### src/rtl/ts_capture.sv
// Dual-channel first-event timestamp capture over a fixed window.
// Feeds window-relative ts1/ts2 (0 = no event) to the comparator.
module ts_capture #(
  parameter int TS_W    = 8,
  parameter int WIN_LEN = 200
) (
  input  logic            clk,
  input  logic            rst,
  input  logic            en,
  input  logic            ev1,
  input  logic            ev2,
  output logic [TS_W-1:0] ts1,
  output logic [TS_W-1:0] ts2,
  output logic            valid,
  output logic            busy
);

  typedef enum logic {
    IDLE,
    MEAS
  } state_t;

  localparam logic [TS_W-1:0] WLEN = TS_W'(WIN_LEN);
  localparam logic [TS_W-1:0] ONE  = TS_W'(1);
  localparam logic [TS_W-1:0] ZERO = '0;

  state_t          state;
  state_t          state_n;
  logic [TS_W-1:0] cnt;
  logic [TS_W-1:0] cap1;
  logic [TS_W-1:0] cap2;
  logic            s1_a, s1_b, s1_q;
  logic            s2_a, s2_b, s2_q;
  logic            e1, e2;
  logic            last;

  always_ff @(posedge clk) begin
    if (rst) begin
      s1_a <= 1'b0;
      s1_b <= 1'b0;
      s1_q <= 1'b0;
      s2_a <= 1'b0;
      s2_b <= 1'b0;
      s2_q <= 1'b0;
    end else begin
      s1_a <= ev1;
      s1_b <= s1_a;
      s1_q <= s1_b;
      s2_a <= ev2;
      s2_b <= s2_a;
      s2_q <= s2_b;
    end
  end

  assign e1   = s1_b & ~s1_q;
  assign e2   = s2_b & ~s2_q;
  assign last = (state == MEAS) && (cnt == WLEN);
  assign busy = (state == MEAS);

  always_ff @(posedge clk) begin
    if (rst) state <= IDLE;
    else     state <= state_n;
  end

  always_comb begin
    state_n = state;
    unique case (state)
      IDLE: if (en) state_n = MEAS;
      MEAS: if (last && !en) state_n = IDLE;
      default: state_n = IDLE;
    endcase
  end

  always_ff @(posedge clk) begin
    if (rst) begin
      cnt   <= ZERO;
      cap1  <= ZERO;
      cap2  <= ZERO;
      ts1   <= ZERO;
      ts2   <= ZERO;
      valid <= 1'b0;
    end else begin
      valid <= 1'b0;
      unique case (state)
        IDLE: begin
          if (en) begin
            cnt  <= ONE;
            cap1 <= ZERO;
            cap2 <= ZERO;
          end
        end
        MEAS: begin
          if (last) begin
            // an edge landing in the final cycle still counts
            valid <= 1'b1;
            ts1   <= (e1 && cap1 == ZERO) ? cnt : cap1;
            ts2   <= (e2 && cap2 == ZERO) ? cnt : cap2;
            cnt   <= en ? ONE : ZERO;
            cap1  <= ZERO;
            cap2  <= ZERO;
          end else begin
            cnt <= cnt + ONE;
            if (e1 && cap1 == ZERO) cap1 <= cnt;
            if (e2 && cap2 == ZERO) cap2 <= cnt;
          end
        end
        default: begin
          cnt <= ZERO;
        end
      endcase
    end
  end

endmodule

### config.mk
export PLATFORM = sky130hd
export DESIGN_NAME = ts_capture
export DESIGN_NICKNAME = d
export VERILOG_FILES = /design/src/rtl/ts_capture.sv
export SDC_FILE = /design/constraint.sdc
export NUM_CORES = 1
export LEC_CHECK = 0
export BUFFER_PORTS_ARGS = -buffer_cell sky130_fd_sc_hd__buf_2
export CAP_MARGIN = 40
export CELL_PAD_IN_SITES_DETAIL_PLACEMENT = 0
export CELL_PAD_IN_SITES_GLOBAL_PLACEMENT = 2
export CORE_AREA = 4 4 77 79
export DETAILED_ROUTE_END_ITERATION = 7
export DIE_AREA = 0 0 81 83
export PLACE_DENSITY_LB_ADDON = 0.08
export SETUP_SLACK_MARGIN = 0.3
export SLEW_MARGIN = 40
export SYNTH_ARGS = -nofsm -noshare
export SYNTH_HDL_FRONTEND = slang
export SYNTH_SLANG_ARGS = --single-unit
### constraint.sdc
create_clock -name clk -period 5.95 [get_ports clk]
set_input_delay 0.595 -clock clk [delete_from_list [all_inputs] [get_ports clk]]
set_output_delay 0.595 -clock clk [all_outputs]
set_load 0.005 [all_outputs]
==> run metrics <==
number of clock sinks=48; Max-Slew Margin vs Limit=50.2%; number of hold buffers added after cts=0; share of synthesized flip-flops with an asynchronous set or reset=0%; met2 layer wire length in the routed design=2010 microns; startpoint of the most critical register-to-register path=cnt[0]$_SDFFE_PP0P_; setup repair after global routing missed its margin=false; wire length of the first global-routing pass=7380 microns; number of nets in the final layout=215; dominant combinational cell family by area after synthesis=simple AND/OR/NAND/NOR gates; fraction of layout cells with a size suffix above 1=15.4%; amount of wire on met3 after detailed routing=163 microns; setup slack, reg-to-reg=3800 ps; element type at the critical path start=flip-flop; highest routing layer actually used=met4; post-CTS setup repair buffer count=0; combined area of the multi-input logic cells=806 sq um; reg2reg end=ts2[1]$_SDFFE_PP0P_; run status=finished clean; buffer depth of the longest clock path=2; Max Transition Viols Final=0; biggest cell delay along the critical path=530 ps; Cell Rows=27; Setup violations, final=0; number of antenna violations at the first check in global routing=0; CTS tree=yes; number of iterations in the first detailed-routing pass=4; latest clock arrival within the worst-skew pair=290 ps; total wire length after detailed routing=4260 microns; startpoint of the tightest hold check path=ts1[4]$_SDFFE_PP0P_; P_leak=0.785 nW; share of the synthesized area in compound gates (AO/OA/AOI/OAI)=19.3%; actual transition at the worst max-transition pin=744 ps; final worst hold slack=452 ps; Final ANT Viol Nets=0; area grow syn2layout=10.1%; number of endpoints with negative hold slack in the final report=0; maximum number of pins on one net before global-route repair=36; Arrival @ worst endpoint=2310 ps; cells along the critical path=inv_1 -> ha_1 -> and4bb_4 -> nand3_1 -> a211oi_1 -> nor3_1; Max Clock Skew=6.42 ps; Num CTS Buffers=5; number of enable-type register cells in the synthesized netlist=0; Final Wtd Congestion=0.805; multiplexer share of the synthesized area=0%; maximum resistive drop on vdd=0.0000837 V; FF+latch count, synth=48; commonest cells after routing, fill and taps aside=48 x sky130_fd_sc_hd__dfxtp_1, 22 x sky130_fd_sc_hd__buf_2, 18 x sky130_fd_sc_hd__nor2_1, 15 x sky130_fd_sc_hd__nand2_1, 14 x sky130_fd_sc_hd__a22o_1; iteration-0 DRC count of the detailed router=70; sum of net half-perimeters after detailed placement=2960 microns; number of I/O pins=23; effective utilization at floorplan=35.0%; proportion of synthesized chip area in sequential cells=51.4%; xor and xnor fraction of the mapped netlist area=0%; width of the chip=81 microns; fraction of the mapped netlist area in simple logic gates=22.3%; final setup TNS=0 ps; number of distinct library cells after synthesis=34; peak clock frequency supported by timing=465 MHz; Critical Path Sink Type=flip-flop; detailed-route via count=1447; largest fanout on the critical path=17; Crit Path Class=flip-flop to flip-flop; post-route clock period utilization=36.2%; number of filler cells placed in the layout=591; number of instances resized during post-cts repair=0; final worst path period need=2150 ps; average wire per cell in the routed design=15.2 microns; cell type contributing the most total cell area after synthesis=sky130_fd_sc_hd__dfxtp_1; family of cells with the greatest summed delay on the critical path=simple AND/OR/NAND/NOR gates; area taken by flip-flops and latches=961 sq um; power per standard cell area=257 nW/um^2; number of buffers and inverters on the critical path=1; post-synthesis adder-cell area fraction=1.34%; M1 WL=1990 microns; Core Footprint=5340 sq um; Synth Net Count=205; slowest stage cell, crit path=sky130_fd_sc_hd__nand3_1; gate count of the mapped netlist=198; post-detailed-route DRC marker count=0; Data required, critical path=6110 ps; most instantiated flip-flop cell in the synthesis netlist=sky130_fd_sc_hd__dfxtp_1; cell count of the worst reg-to-reg path=6; cells taking the most area after synthesis=sky130_fd_sc_hd__dfxtp_1 51%, sky130_fd_sc_hd__a22o_1 6.6%, sky130_fd_sc_hd__a211oi_1 4.8%; most common cell after layout, fill and taps aside=sky130_fd_sc_hd__dfxtp_1; diode count=0; area enclosed by the die boundary=6720 sq um; area fraction of the dominant cell type after synthesis=51.4%; Hold Path Class=flip-flop to flip-flop; max-capacitance violation count=0; clock tree root driver cell=sky130_fd_sc_hd__clkbuf_8; height of the chip=83 microns; number of cells traversed by the worst hold path=2; number of I/O port buffers=22; CTS H-tree depth=2; vias per cell=5.17; average instance area after synthesis=9.45 sq um; Hold Crit Endpoint=ts1[4]$_SDFFE_PP0P_; synthesis warning total=0; netlist area before placement=1870 sq um; number of global-route vias before repair=1441; GR Overflow Total=0; total global-route track usage=14.1%; post-CTS clock slew at the launch and capture registers of the worst setup and hold paths=80 ps
## cells by family (layout without fill, tap and decap cells)
| group | count (synthesis) | after routing |
|---|---|---|
| adder cells (fa/ha/maj) | 2 | 2 |
| buffers and inverters | 23 | 33 |
| AO/OA/AOI/OAI | 47 | 47 |
| flip-flops | 48 | 48 |
| AND/OR/NAND/NOR | 78 | 78 |
## report_power, final
| part | internal (W) | switching (W) | total [W] |
|---|---|---|---|
| clock | 0.0000800 | 0.0000993 | 0.000179 |
| sequential | 0.000324 | 0.00000416 | 0.000328 |
| combinational | 0.00000665 | 0.0000154 | 0.0000220 |
| total | 0.000411 | 0.000119 | 0.000530 |
## layout make-up
class,instances,share of cell area [%]
timing repair buffer,22,5.35
multi-input combinational,127,39.1
inverter,4,0.729
sequential,48,46.7
clock inverter,1,0.243
clock buffer,6,3.52
tap,72,4.37
## synth_stat cells (2+ instances only)
master and n:
sky130_fd_sc_hd__nor2_1 18, sky130_fd_sc_hd__nor4_1 6, sky130_fd_sc_hd__buf_6 2, sky130_fd_sc_hd__and4b_1 2, sky130_fd_sc_hd__nand2_1 15, sky130_fd_sc_hd__buf_2 4
sky130_fd_sc_hd__and3b_1 3, sky130_fd_sc_hd__nor2b_1 6, sky130_fd_sc_hd__a21oi_1 11, sky130_fd_sc_hd__nand3_1 8, sky130_fd_sc_hd__inv_1 4, sky130_fd_sc_hd__ha_1 2
sky130_fd_sc_hd__nor3_1 12, sky130_fd_sc_hd__buf_1 2, sky130_fd_sc_hd__o2111ai_1 2, sky130_fd_sc_hd__o21ai_0 2, sky130_fd_sc_hd__a22o_1 14, sky130_fd_sc_hd__dfxtp_1 48
sky130_fd_sc_hd__a32o_1 2, sky130_fd_sc_hd__a211oi_1 12, sky130_fd_sc_hd__clkbuf_1 10
## through the flow
step / setup slack (ps) / instance area, sq um / instances / utilization [%] / total power, W
3_3_place_gp: 3800 / 1980 / 273 / 37.1 / 0.000358
2_1_floorplan: 4050 / 1870 / 198 / - / 0.000352
3_5_place_dp: 3780 / 1980 / 273 / 37.1 / 0.000358
6_report: 3800 / 2060 / 280 / 38.6 / 0.000530
4_1_cts: 3760 / 2060 / 280 / 38.5 / 0.000538
5_1_grt: 3600 / 2060 / 280 / 38.6 / 0.000556
## worst min-delay path, delay by kind of cell (launching register included)
kind,cells,cell delay [ps]
compound gates,1,50
flops,1,310
simple gates,1,50
## state kept, by name (all words and copies together), names as in the netlist
signal and flops:
cap1 8, cap2 8, cnt 8, ts1 8
ts2 8, busy 1, s1_a 1, s1_b 1
s1_q 1, s2_a 1, s2_b 1, s2_q 1
valid 1
## how the worst max path moves through the flow
stage,cells after the start,slack [ps],startpoint,end
finish,6,3800,cnt[0]$_SDFFE_PP0P_,ts2[1]$_SDFFE_PP0P_
global route,6,3600,cnt[0]$_SDFFE_PP0P_,ts2[1]$_SDFFE_PP0P_
CTS,6,3760,cnt[0]$_SDFFE_PP0P_,ts2[1]$_SDFFE_PP0P_
detailed placement,6,3780,cnt[0]$_SDFFE_PP0P_,ts2[1]$_SDFFE_PP0P_
global placement,6,3800,cnt[0]$_SDFFE_PP0P_,ts2[1]$_SDFFE_PP0P_
floorplan,9,4050,cnt[0]$_SDFFE_PP0P_,cap2[0]$_SDFFE_PP0P_
## per-layer routing
metal / GRT usage [%] / vias up
li1: - / 732
met1: 18.9 / 676
met2: 21.7 / 31
met3: 3.69 / 8
met4: 5.07 / 0
met5: 0 / -
Power figures use the tool's default switching activity.
